## src/rtl/joypad_conditioner_if.sv

```systemverilog
// Button/joypad bundle between board-level inputs and the GameBoy core.
// slave = conditioner side, master = board/core side.
interface joypad_conditioner_if;
    logic [7:0] btn_raw;
    logic       turbo_on;
    logic       joypad_a;
    logic       joypad_b;
    logic       joypad_select;
    logic       joypad_start;
    logic       joypad_right;
    logic       joypad_left;
    logic       joypad_up;
    logic       joypad_down;
    logic [7:0] btn_state;
    logic       joy_irq;

    modport slave (
        input  btn_raw,
        input  turbo_on,
        output joypad_a,
        output joypad_b,
        output joypad_select,
        output joypad_start,
        output joypad_right,
        output joypad_left,
        output joypad_up,
        output joypad_down,
        output btn_state,
        output joy_irq
    );

    modport master (
        output btn_raw,
        output turbo_on,
        input  joypad_a,
        input  joypad_b,
        input  joypad_select,
        input  joypad_start,
        input  joypad_right,
        input  joypad_left,
        input  joypad_up,
        input  joypad_down,
        input  btn_state,
        input  joy_irq
    );
endinterface

```

## src/rtl/joypad_conditioner.sv

```systemverilog
// Sync + debounce of 8 raw buttons into active-low GameBoy joypad lines.
// Optional A/B autofire is built only when TURBO_EN is defined.
module joypad_conditioner #(
    parameter int DEBOUNCE_CYCLES = 20000,
    parameter int TURBO_PERIOD    = 70000
) (
    input  logic                 clk,
    input  logic                 rst,
    joypad_conditioner_if.slave  bus
);

    localparam int CW = $clog2(DEBOUNCE_CYCLES + 1);
    localparam logic [CW-1:0] CNT_LAST = CW'(DEBOUNCE_CYCLES - 1);

    logic [7:0]    s1;
    logic [7:0]    s2;
    logic [7:0]    stable;
    logic [7:0]    stable_nx;
    logic [CW-1:0] cnt    [8];
    logic [CW-1:0] cnt_nx [8];
    logic          irq;
    logic [1:0]    jp_ab;

    // Any return to the stable level restarts the count from zero.
    always_comb begin
        stable_nx = stable;
        for (int i = 0; i < 8; i++) begin
            cnt_nx[i] = '0;
            if (s2[i] != stable[i]) begin
                if (cnt[i] == CNT_LAST)
                    stable_nx[i] = s2[i];
                else
                    cnt_nx[i] = cnt[i] + CW'(1);
            end
        end
    end

    always_ff @(posedge clk or posedge rst) begin
        if (rst) begin
            s1     <= '0;
            s2     <= '0;
            stable <= '0;
            irq    <= 1'b0;
            for (int i = 0; i < 8; i++)
                cnt[i] <= '0;
        end else begin
            s1     <= bus.btn_raw;
            s2     <= s1;
            stable <= stable_nx;
            irq    <= |(stable_nx & ~stable);
            for (int i = 0; i < 8; i++)
                cnt[i] <= cnt_nx[i];
        end
    end

`ifdef TURBO_EN
    localparam int TW = (TURBO_PERIOD > 1) ? $clog2(TURBO_PERIOD) : 1;
    localparam logic [TW-1:0] T_LAST = TW'(TURBO_PERIOD - 1);

    logic [TW-1:0] tcnt [2];
    logic [1:0]    phase;
    logic [1:0]    t_act;

    assign t_act = {2{bus.turbo_on}} & stable[1:0];

    always_ff @(posedge clk or posedge rst) begin
        if (rst) begin
            phase <= '0;
            for (int i = 0; i < 2; i++)
                tcnt[i] <= '0;
        end else begin
            for (int i = 0; i < 2; i++) begin
                if (!t_act[i]) begin
                    tcnt[i]  <= '0;
                    phase[i] <= 1'b0;
                end else if (tcnt[i] == T_LAST) begin
                    tcnt[i]  <= '0;
                    phase[i] <= ~phase[i];
                end else begin
                    tcnt[i]  <= tcnt[i] + TW'(1);
                end
            end
        end
    end

    // phase is held at 0 whenever autofire is idle, so this reduces to ~stable.
    assign jp_ab = ~stable[1:0] | phase;
`else
    assign jp_ab = ~stable[1:0];
`endif

    assign bus.joypad_a      = jp_ab[0];
    assign bus.joypad_b      = jp_ab[1];
    assign bus.joypad_select = ~stable[2];
    assign bus.joypad_start  = ~stable[3];
    assign bus.joypad_right  = ~stable[4];
    assign bus.joypad_left   = ~stable[5];
    assign bus.joypad_up     = ~stable[6];
    assign bus.joypad_down   = ~stable[7];
    assign bus.btn_state     = stable;
    assign bus.joy_irq       = irq;

endmodule

```

## src/flat_wrapper.sv

```systemverilog
// flat-port wrapper written by rule: the top's interface ports become plain ports
module joypad_conditioner_flat 
#(
    parameter int DEBOUNCE_CYCLES = 20000,
    parameter int TURBO_PERIOD    = 70000
)
  (clk, rst, bus_btn_raw, bus_turbo_on, bus_joypad_a, bus_joypad_b, bus_joypad_select, bus_joypad_start, bus_joypad_right, bus_joypad_left, bus_joypad_up, bus_joypad_down, bus_btn_state, bus_joy_irq);
  joypad_conditioner_if bus_i ();
  input  logic clk;
  input  logic rst;
  input wire logic [$bits(bus_i.btn_raw)-1:0] bus_btn_raw;
  input wire logic [$bits(bus_i.turbo_on)-1:0] bus_turbo_on;
  output wire logic [$bits(bus_i.joypad_a)-1:0] bus_joypad_a;
  output wire logic [$bits(bus_i.joypad_b)-1:0] bus_joypad_b;
  output wire logic [$bits(bus_i.joypad_select)-1:0] bus_joypad_select;
  output wire logic [$bits(bus_i.joypad_start)-1:0] bus_joypad_start;
  output wire logic [$bits(bus_i.joypad_right)-1:0] bus_joypad_right;
  output wire logic [$bits(bus_i.joypad_left)-1:0] bus_joypad_left;
  output wire logic [$bits(bus_i.joypad_up)-1:0] bus_joypad_up;
  output wire logic [$bits(bus_i.joypad_down)-1:0] bus_joypad_down;
  output wire logic [$bits(bus_i.btn_state)-1:0] bus_btn_state;
  output wire logic [$bits(bus_i.joy_irq)-1:0] bus_joy_irq;
  assign bus_i.btn_raw = bus_btn_raw;
  assign bus_i.turbo_on = bus_turbo_on;
  assign bus_joypad_a = bus_i.joypad_a;
  assign bus_joypad_b = bus_i.joypad_b;
  assign bus_joypad_select = bus_i.joypad_select;
  assign bus_joypad_start = bus_i.joypad_start;
  assign bus_joypad_right = bus_i.joypad_right;
  assign bus_joypad_left = bus_i.joypad_left;
  assign bus_joypad_up = bus_i.joypad_up;
  assign bus_joypad_down = bus_i.joypad_down;
  assign bus_btn_state = bus_i.btn_state;
  assign bus_joy_irq = bus_i.joy_irq;
  joypad_conditioner #(.DEBOUNCE_CYCLES(DEBOUNCE_CYCLES), .TURBO_PERIOD(TURBO_PERIOD)) u_core (.clk(clk), .rst(rst), .bus(bus_i));
endmodule
```

## config.mk

```make
export PLATFORM = sky130hd
export DESIGN_NAME = joypad_conditioner_flat
export DESIGN_NICKNAME = d
export VERILOG_FILES = /design/src/rtl/joypad_conditioner_if.sv /design/src/rtl/joypad_conditioner.sv /design/src/flat_wrapper.sv
export SDC_FILE = /design/constraint.sdc
export NUM_CORES = 1
export LEC_CHECK = 0
export CAP_MARGIN = 25
export CORE_MARGIN = 2
export CORE_UTILIZATION = 57
export DETAILED_ROUTE_END_ITERATION = 12
export HOLD_SLACK_MARGIN = 0.12
export PLACE_DENSITY = 0.79
export SKIP_CTS_REPAIR_TIMING = 1
export SLEW_MARGIN = 10
export SYNTH_ARGS = -nofsm -noshare
export SYNTH_HDL_FRONTEND = slang
export SYNTH_SLANG_ARGS = --single-unit
```

## constraint.sdc

```tcl
create_clock -name clk -period 9.3 [get_ports clk]
set_clock_uncertainty 0.05 [all_clocks]
set_input_delay 1.86 -clock clk [delete_from_list [all_inputs] [get_ports clk]]
set_output_delay 1.86 -clock clk [all_outputs]
set_load 0.01 [all_outputs]
```

# [Word-level counts from Yosys, hierarchy flattened]
# Index checks and enable logic that the tools add are counted.
[op_classes] n_addsub=8 eq_ne=16 mux=32 bitwise=9 reduce_logical=1
[ops] cell="2-to-1 mux 15 bit" n=16
[ops] cell="adder 15 x 1 -> 15 bit, second input constant" n=8
[ops] cell="equality test 15 bit, second input constant" n=8
[ops] cell="2-to-1 mux 1 bit" n=16
[ops] cell="bitwise AND 8 bit" n=1
[ops] cell="!= test 1 bit" n=8
[ops] cell="inverter 8 bit" n=1
[ops] cell="OR reduction 8 bit" n=1
[ops] cell="inverter 1 bit" n=6
[ops] cell="inverter 2 bit" n=1
[totals] regBits=145 inputBits=11 output_inout_bits=17 word_cells=78

# [Logic depth before layout (Yosys ltp)]
# Gate-level depths: netlist of run 1.
[depth] depth_word=5 depth_mapped=7 ltp_nobuf=5

# [Least setup slack after synthesis of run 1]
# Ideal clock, no wire load.
[synth_path] kind="flip-flop to output port" start="reg u_core.stable[3] (netlist: u_core.bus.btn_state[3])" end="out bus_joypad_start" arrival_ns=0.539 required_ns=7.390 slack_ns=6.851 path_stages_with_launch=2 path_buffers=0 cell_sequence="dfrtp_1 > inv_1"
[synth_via] elab_chain_len=1
[synth_rtl] item="start: declaration" line_no="joypad_conditioner.sv:17" text="logic [7:0] stable;"
[synth_rtl] item="start signal: assignment" line_no="joypad_conditioner.sv:49" text="stable <= stable_nx;"
[synth_rtl] item="inverter 1 bit" line_no="joypad_conditioner.sv:95" text="assign bus.joypad_start = ~stable[3];"
[synth_rtl] item="end: declaration" line_no="flat_wrapper.sv:16" text="output wire logic [$bits(bus_i.joypad_start)-1:0] bus_joypad_start;"
# Every way passes these cells.

# [Final worst setup path of run 1]
[layout_path] start="reg u_core.stable[7] (netlist: u_core.bus.btn_state[7])" end="out bus_joypad_down"
[layout_via] elab_chain_len=1
[layout_rtl] item="inverter 1 bit" line_no="joypad_conditioner.sv:99" text="assign bus.joypad_down = ~stable[7];"
[layout_rtl] item="end: declaration" line_no="flat_wrapper.sv:20" text="output wire logic [$bits(bus_i.joypad_down)-1:0] bus_joypad_down;"
# Every way passes these cells.

==> results of run 1 <==
==> kinds of logic (layout without fill, tap and decap cells) <==
kind of cell	count (synthesis)	count (layout)
and+or+nand+nor	349	349
DFF	145	145
xor gates and xnor gates	112	112
buffers and inverters	57	103
adders and majority gates	8	8
AOI/OAI and AO/OA	7	7
muxes	2	2
==> layout make-up <==
class	count	area (sq um)
fillers	889	4150
well taps	147	184
inverters	44	170
clock buffers	26	499
flip-flops and latches	145	3630
clock inverters	6	30.0
repair buffers	27	268
multi-input cells	478	2930
==> registers in the layout, summed over array words and instances, names as in the netlist <==
name                  flops
u_core.s1                 8
u_core.bus.btn_state      8
u_core.bus.joy_irq        1
u_core.cnt              120
u_core.s2                 8
==> cell usage after synthesis <==
library cell  number
dfrtp_1          145
nor2_1           141
xnor2_1           97
inv_1             44
nor4_1            41
nand3_1           40
nand2_1           34
nand4_1           31
nor3_1            22
xor2_1            15
buf_6             11
ha_1               8
nor4_2             6
o21ai_0            6
or4_4              6
or4bb_1            6
nand4b_1           5
or2_1              5
and2_1             3
and3_1             3
and4_1             2
clkbuf_1           2
mux2_2             2
nor4bb_1           2
a21oi_1            1
nand2b_1           1
nand2b_2           1
==> worst reg2reg max path, cell delays in order, from the launching register on <==
cell and delay (ns):
dfrtp_1 0.43, or4bb_1 0.57, nor4_2 0.41, or2_1 0.49, nor2_1 0.17
==> path summary, 6_finish.rpt <==
path,slack (ns),endpoint,depth (start not counted),start
hold / removal,0.30,u_core.s2[5]$_DFF_PP0_,0,u_core.s1[5]$_DFF_PP0_
hold reg to reg,0.30,u_core.s2[5]$_DFF_PP0_,0,u_core.s1[5]$_DFF_PP0_
setup / recovery,5.88,bus_joypad_down,2,u_core.bus.btn_state[7]$_DFF_PP0_
setup reg to reg,7.03,u_core.cnt[33]$_DFF_PP0_,4,u_core.cnt[37]$_DFF_PP0_
max in group asynchronous,6.00,u_core.bus.btn_state[1]$_DFF_PP0_,3,rst
min in group asynchronous,1.87,u_core.s1[2]$_DFF_PP0_,2,rst
==> layer usage <==
| layer | GRT usage (%) | up-vias |
|---|---|---|
| met5 | 0 | - |
| li1 | - | 2368 |
| met3 | 4.14 | 27 |
| met2 | 32.9 | 107 |
| met1 | 28.9 | 2379 |
| met4 | 10.1 | 0 |
==> metrics by stage <==
step | hold WS, ns | cells | setup WS, ns
after global routing | 0.303 | 873 | 5.69
after detailed placement | 0.287 | 841 | 5.45
after floorplan | 0.281 | 680 | 3.50
after global placement | 0.283 | 841 | 5.52
final | 0.297 | 873 | 5.88
after CTS | 0.299 | 873 | 5.84
==> power by group through the flow <==
stage	combinational (mW)	sequential (mW)	clock (mW)
floorplan	0.0355	0.663	0
global placement	0.0406	0.665	0
detailed placement	0.0429	0.666	0
CTS	0.0436	0.655	0.621
global route	0.0488	0.657	0.651
finish	0.0420	0.655	0.607
==> run_results.csv, run 1 <==
group,metric,value,unit
run_status,status,"finished clean",
timing,fmax,292,MHz
global_route,grt_pass1_wl,21900,microns
yosys,synth_cell_types,27,
yosys,netlist_instances,680,
run,maxCapViolCount,0,
clock_network,cts_made_buffers,17,
timing,slew_headroom,41.3,%
floorplanning,die_h,114,microns
power,p_switching,0.281,mW
min_path,hp-class,"reg -> reg",
cells_and_area,finalNetCount,732,
timing,maxSlewViolCount,0,
power,p_clk_share,46.5,%
route,route.met3.wl,417,microns
setup_path,crit_buf_inv,2,
setup_path,cp_data_required_time,7.39,ns
route,wl,12500,microns
route,wl_per_cell,14.3,microns
cells_and_area,syn2layout_area_growth,12.5,%
power,max-vdd-ir-drop,106,uV
floorplanning,rows,40,
setup_path,end_kind,"output pin",
yosys,syn-num-nets,699,
global_route,grt_pass1_vias,4752,
power,power,1.30,mW
timing,rsz0062_at_grt,"no",
route,top_layer,"met4",
route,met2WireLength,6040,microns
yosys,seq_area_frac_synth,52.9,%
yosys,synthMuxAreaShare,0.328,%
yosys,synth_top_area_cell,"dfrtp_1",
timing,worst_slew_pin_slew,0.881,ns
setup_path,worst_path_max_delay_cell,"clkdlybuf4s50_1",
route,via_count,4881,
yosys,synthDominantCellAreaShare,52.9,%
route,drtIter0Drc,345,
clock_network,cts_tree,"done",
power,p_seq_share,50.3,%
setup_path,critPathKind,"reg -> out",
place,dpl-instance-area,7180,sq um
power,pwr-share-comb,3.2,%
global_route,grt_util_all_layers,21.1,%
clock_network,clock-sinks,145,
clock_network,cts_root_buf,"clkbuf_16",
yosys,synth-adder-area-share,1.46,%
setup_path,worstPathMaxFanout,4,
floorplanning,dieWidth,114,microns
yosys,synth_xor_area_share,14.3,%
yosys,synth_area,6860,sq um
cells_and_area,n_antenna_cell,0,
setup_path,max_stage_delay,0.55,ns
route,routed_via_density,5.59,
setup_path,start_kind,"flop",
route,remaining_drc_errors,0,
place,portBuffers,26,
yosys,ys_top_cells_by_area,"dfrtp_1 53%, xnor2_1 12%, nor2_1 7.7%",
setup_path,crit_chain,"inv_1 -> clkdlybuf4s50_1",
route,ant_nets,0,
floorplanning,core_area,11900,sq um
timing,min_period_over_period,36.8,%
global_route,antenna_found_initial,0,
yosys,synth_top_family_by_area,"simple AND/OR/NAND/NOR gates",
clock_network,htreeDepth,4,
cells_and_area,fin_area,7710,sq um
yosys,yosys.area_share.simple,26.1,%
yosys,synth_compound_area_share,0.511,%
route,wl_met1,5730,microns
setup_path,cp.arrival,1.51,ns
cells_and_area,final_common_cell,"dfrtp_1",
floorplanning,io_pins,28,
route,firstDrtPassIters,5,
floorplanning,start_util,57.8,%
place,hpwl,8240,microns
global_route,overflow,0,
clock_network,clockBufferDepth,2,
global_route,grt_max_degree,74,
floorplanning,die-area,12900,sq um
power,power_density,169,nW/um^2
setup_path,crit_family,"buffers and inverters",
power,p_leak,3.02,nW
clock_network,clk_transition_reported_paths,0.06,ns
cells_and_area,fin_util,65.0,%
place,place_congestion,0.911,
timing,min_period,3.42,ns
yosys,ys_ff_latch,145,
yosys,ys_warn_count,0,
power,p_int,1.02,mW
clock_network,insertion_delay,0.42,ns
timing,setup_tns,0,ns
timing,hold_viol,0,
cells_and_area,layout-drive-gt1-share,6.06,%
timing,finalSetupViolCount,0,
yosys,avgSynthCellArea,10.1,sq um
power,swShare,21.5,%
cells_and_area,layout_common_cells,"145 x dfrtp_1, 141 x nor2_1, 97 x xnor2_1",
(Power assumes the default switching activity.)
==> run 2: changes to the inputs <==
- CORE_UTILIZATION: 57 -> 55
- PLACE_DENSITY: 0.79 -> 0.8
- clock period: 9.3 -> 3.05 ns (I/O delays scaled with it)
==> run 2 against run 1 <==
Effect of this change:
- via count fell by 1.7%
- critical endpoint is now u_core.cnt[108]$_DFF_PP0_
- combinational power rose to 3.2 times the previous value
- critical path depth rose by 2
- final cell count rose by 2.2%
- utilization fell by 1.2 points
- setup slack got worse by 5.0 ns
- global-route usage fell by 0.57 points
- non-clock buffer count rose by 1
- largest cell class unchanged
- sequential cell count did not move
- clock power rose to 2.9 times the previous value
- hold slack barely moved
==> run_results.csv, run 2 (synthesized netlist as in run 1, its figures left out) <==
group,metric,value,unit
run_status,status,"finished clean",
route,remaining_drc_errors,0,
floorplanning,core_area,12100,sq um
clock_network,cts_root_buf,"clkbuf_16",
timing,min_period_over_period,71.5,%
global_route,grt_util_met2,33.2,%
setup_path,cp_data_required_time,3.27,ns
run,maxCapViolCount,0,
place,dp.cells,863,
floorplanning,dieWidth,116,microns
timing,worst_slew_pin_slew,0.507,ns
route,ant_nets,0,
global_route,grt_max_degree,69,
place,hpwl,8330,microns
timing,hold_viol,0,
global_route,gr-usage-met3,6.33,%
route,wl,12400,microns
min_path,hold_depth,0,
setup_path,critPathKind,"reg -> reg",
cells_and_area,layout.cells.non_filler,892,
setup_path,max_stage_delay,0.57,ns
route,drtIter0Drc,277,
timing,holdWs,0.296,ns
cells_and_area,regMostFlops,"u_core.cnt",
floorplanning,die-area,13400,sq um
clock_network,cts_made_buffers,17,
floorplanning,rows,40,
clock_network,cts_tree,"done",
setup_path,worstPathMaxFanout,14,
setup_path,crit_chain,"or4_4 -> nor4_2 -> or2_1 -> nor2_1",
min_path,hp-class,"reg -> reg",
floorplanning,io_pins,28,
setup_path,cp.arrival,2.40,ns
cells_and_area,syn2layout_area_growth,12.8,%
place,portBuffers,26,
clock_network,clock-sinks,145,
setup_path,start_kind,"flop",
global_route,overflow,0,
power,max-vdd-ir-drop,693,uV
clock_network,insertion_delay,0.42,ns
place,place_congestion,0.824,
floorplanning,start_util,56.6,%
timing,setup_tns,0,ns
global_route,antenna_found_initial,0,
global_route,grt.met1_usage,26.5,%
cells_and_area,finalNetCount,733,
power,power_density,505,nW/um^2
global_route,grt_pass1_vias,4732,
cells_and_area,n_antenna_cell,0,
global_route,grt_util_all_layers,20.6,%
route,firstDrtPassIters,5,
cells_and_area,final_common_cell,"dfrtp_1",
setup_path,rrSetupSlack,0.87,ns
timing,rsz0062_at_grt,"no",
cells_and_area,layout-drive-gt1-share,5.94,%
clock_network,clockBufferDepth,2,
global_route,grt-busiest-layer,"met2",
cells_and_area,largest_reg_flops,120,
setup_path,end_kind,"flop",
clock_network,htreeDepth,4,
timing,min_period,2.18,ns
timing,finalSetupViolCount,0,
clock_network,clk_transition_reported_paths,0.05,ns
setup_path,r2r.worst_path.cells,4,
power,p_leak,3.00,nW
global_route,grt_pass1_wl,21700,microns
route,routed_via_density,5.38,
route,wl_per_cell,13.9,microns
cells_and_area,layout_common_cells,"145 x dfrtp_1, 141 x nor2_1, 97 x xnor2_1",
route,via_count,4799,
floorplanning,die_h,116,microns
timing,fmax,459,MHz
timing,maxSlewViolCount,0,
timing,slew_headroom,65.9,%
setup_path,worst_path_max_delay_cell,"or4_4",
## run 2: per-stage QoR
step	total power, mW	setup slack (ns)	cell area [sq um]	utilization, %
3_5_place_dp	2.17	0.856	7240	59.8
5_1_grt	4.05	0.730	7730	63.9
6_report	3.90	0.869	7730	63.9
2_1_floorplan	2.13	0.571	6860	-
4_1_cts	3.95	0.848	7730	63.9
3_3_place_gp	2.16	0.967	7240	59.8
## run 2: path summary, 6_finish.rpt
path,from,to
max,u_core.cnt[110]$_DFF_PP0_,u_core.cnt[108]$_DFF_PP0_
min,u_core.s1[5]$_DFF_PP0_,u_core.s2[5]$_DFF_PP0_
max reg2reg,u_core.cnt[110]$_DFF_PP0_,u_core.cnt[108]$_DFF_PP0_
min reg2reg,u_core.s1[5]$_DFF_PP0_,u_core.s2[5]$_DFF_PP0_
max in group asynchronous,rst,u_core.cnt[65]$_DFF_PP0_
min in group asynchronous,rst,u_core.cnt[38]$_DFF_PP0_
## run 2: critical path: cells and delay by family, from the launching register on
kind,cells,cell delay (ns)
simple gates,4,1.56
flops,1,0.43
## run 2: per-layer routing
metal / part of all wire, % / wire, microns
met4: 1.4 / 168
met2: 50 / 6170
met5: 0 / 0
met1: 46 / 5680
met3: 3.3 / 409
## run 2: final cells by class
cell class | instances | area [sq um]
fill | 973 | 4380
sequential | 145 | 3630
multi-input combinational | 478 | 2930
clock buffer | 22 | 454
timing repair buffer | 28 | 300
tap | 168 | 210
inverter | 44 | 169
clock inverter | 7 | 40.0
## run 2: where the power goes
| part | internal [mW] | switching, mW | total [mW] |
|---|---|---|---|
| combinational | 0.0459 | 0.0867 | 0.133 |
| sequential | 1.96 | 0.0354 | 2.00 |
| clock | 1.04 | 0.739 | 1.78 |
==> run 3: changes to the inputs <==
- CORE_UTILIZATION: 55 -> 57
- PLACE_DENSITY: 0.8 -> 0.79
- clock period: 3.05 -> 2.2 ns (I/O delays scaled with it)
==> run 3 against run 2 <==
Effect of this change:
- clock power rose by 62%
- sequential power rose by 38%
- largest power group is now the clock network
- count of clock-buffer cells in the layout fell by 1
- critical endpoint is now bus_joypad_down
- power rose by 50%
- largest cell class unchanged
- die area fell by 3.4%
- global-route usage rose by 0.62 points
- sequential share of layout area fell by 0.76 points
==> run_results.csv, run 3 (synthesized netlist as in run 1, its figures left out) <==
group,metric,value,unit
global_route,overflow,0,
power,swShare,20.9,%
place,dpl-instance-area,7270,sq um
min_path,whs_endpoint,"u_core.s2[7]$_DFF_PP0_",
floorplanning,io_pins,28,
timing,slew_headroom,63.5,%
global_route,gr-usage-met3,4.89,%
setup_path,reg2reg_to,"u_core.cnt[62]$_DFF_PP0_",
setup_path,end_kind,"output pin",
cells_and_area,layout.cells.non_filler,880,
power,p_switching,1.22,mW
route,wl_per_cell,14.0,microns
timing,rsz0062_at_grt,"no",
setup_path,cp.arrival,1.50,ns
power,p_clk_share,49.3,%
route,firstDrtPassIters,5,
clock_network,cts_root_buf,"clkbuf_16",
clock_network,htreeDepth,4,
min_path,hp-start,"u_core.s1[7]$_DFF_PP0_",
floorplanning,rows,40,
place,pre_cts_slack,0.226,ns
timing,min_period_over_period,90.5,%
clock_network,clk_transition_reported_paths,0.06,ns
setup_path,rrSetupSlack,0.21,ns
route,ant_nets,0,
power,max-vdd-ir-drop,728,uV
place,portBuffers,26,
floorplanning,dieWidth,114,microns
global_route,grt_pass1_vias,4845,
global_route,grt_util_all_layers,21.2,%
floorplanning,start_util,57.8,%
power,p_seq_share,47.4,%
setup_path,r2r.worst_path.cells,4,
timing,setup_tns,0,ns
global_route,grt-busiest-layer,"met2",
timing,holdWs,0.300,ns
power,pwr-share-comb,3.3,%
min_path,hold_depth,0,
cells_and_area,largest_reg_flops,120,
setup_path,cp_data_required_time,1.71,ns
route,via_count,4887,
timing,hold_viol,0,
setup_path,timing.rr.start,"u_core.cnt[65]$_DFF_PP0_",
cells_and_area,regMostFlops,"u_core.cnt",
run,maxCapViolCount,0,
global_route,antenna_found_initial,0,
place,dp.cells,849,
cells_and_area,final_common_cell,"dfrtp_1",
cells_and_area,fin_area,7860,sq um
clock_network,cts_made_buffers,17,
clock_network,cts_tree,"done",
global_route,grt_pass1_wl,22000,microns
cells_and_area,syn2layout_area_growth,14.7,%
power,p_leak,3.09,nW
cells_and_area,layout_common_cells,"145 x dfrtp_1, 141 x nor2_1, 97 x xnor2_1",
floorplanning,core_area,11900,sq um
setup_path,worstPathMaxFanout,4,
timing,maxSlewViolCount,0,
clock_network,insertion_delay,0.42,ns
setup_path,critPathKind,"reg -> out",
route,routed_via_density,5.55,
cells_and_area,fillers,909,
global_route,grt_util_met2,34.2,%
clock_network,clock-sinks,145,
setup_path,start_kind,"flop",
route,wl,12300,microns
cells_and_area,finalNetCount,740,
clock_network,clockBufferDepth,2,
place,place_congestion,0.850,
timing,worst_slew_pin_slew,0.548,ns
floorplanning,die_h,114,microns
min_path,hp-class,"reg -> reg",
cells_and_area,layout-drive-gt1-share,7.37,%
route,remaining_drc_errors,0,
global_route,grt.met1_usage,28.4,%
floorplanning,die-area,12900,sq um
cells_and_area,n_antenna_cell,0,
timing,fmax,502,MHz
timing,setup_slack,0.210,ns
global_route,grt_max_degree,102,
route,drtIter0Drc,422,
place,hpwl,8230,microns
timing,finalSetupViolCount,0,
power,p_int,4.62,mW
power,power_density,743,nW/um^2
run_status,status,"finished clean",
timing,min_period,1.99,ns
[run 3: changes by cell type in the layout (fill, tap and decap cells not counted)]
cell        before  now
clkbuf_1         4    2
clkinv_4         0    2
buf_4            0    7
clkbuf_8         1    2
clkinvlp_4       3    2
clkinv_2         5    4
bufinv_16        0    3
[run 3: how the worst max path moves through the flow]
stage	from	endpoint	slack (ns)
after global placement	u_core.cnt[65]$_DFF_PP0_	u_core.cnt[74]$_DFF_PP0_	0.26
after detailed placement	u_core.cnt[65]$_DFF_PP0_	u_core.cnt[67]$_DFF_PP0_	0.23
after global routing	u_core.cnt[0]$_DFF_PP0_	u_core.cnt[12]$_DFF_PP0_	0.1
final	u_core.bus.btn_state[7]$_DFF_PP0_	bus_joypad_down	0.21
after floorplan	rst	u_core.bus.btn_state[0]$_DFF_PP0_	-0.11
after CTS	u_core.bus.btn_state[7]$_DFF_PP0_	bus_joypad_down	0.18
[run 3: area by class of cell]
type                       instances  area, sq um  area share (%)
clock inverter                    10          135            1.72
tap                              147          184            2.34
timing repair buffer              35          353            4.49
sequential                       145         3630            46.2
clock buffer                      21          460            5.86
multi-input combinational        478         2930            37.3
inverter                          44          169            2.15
[run 3: worst max-delay path: stages (launching register included)]
cell	delay (ns)
dfrtp_1	0.43
inv_1	0.10
clkdlybuf4s50_1	0.56
[run 3: per-stage QoR]
step | utilization, % | total power, mW
detailed placement | 61.3 | 3.01
CTS | 66.3 | 5.90
global placement | 61.3 | 3.00
floorplan | - | 2.95
finish | 66.3 | 5.84
global route | 66.3 | 6.06
[run 3: routing by layer]
metal | share of wire [%] | up-vias | wire [microns]
li1 | - | 2390 | -
met1 | 46 | 2387 | 5680
met2 | 49 | 92 | 5990
met3 | 3.5 | 18 | 428
met4 | 1.7 | 0 | 206
met5 | 0 | - | 0
[run 3: power groups by stage]
stage	Sequential [mW]	Clock (mW)	Combinational [mW]
floorplan	2.80	0	0.151
global placement	2.81	0	0.188
detailed placement	2.81	0	0.195
CTS	2.77	2.94	0.199
global route	2.78	3.06	0.225
finish	2.77	2.88	0.192
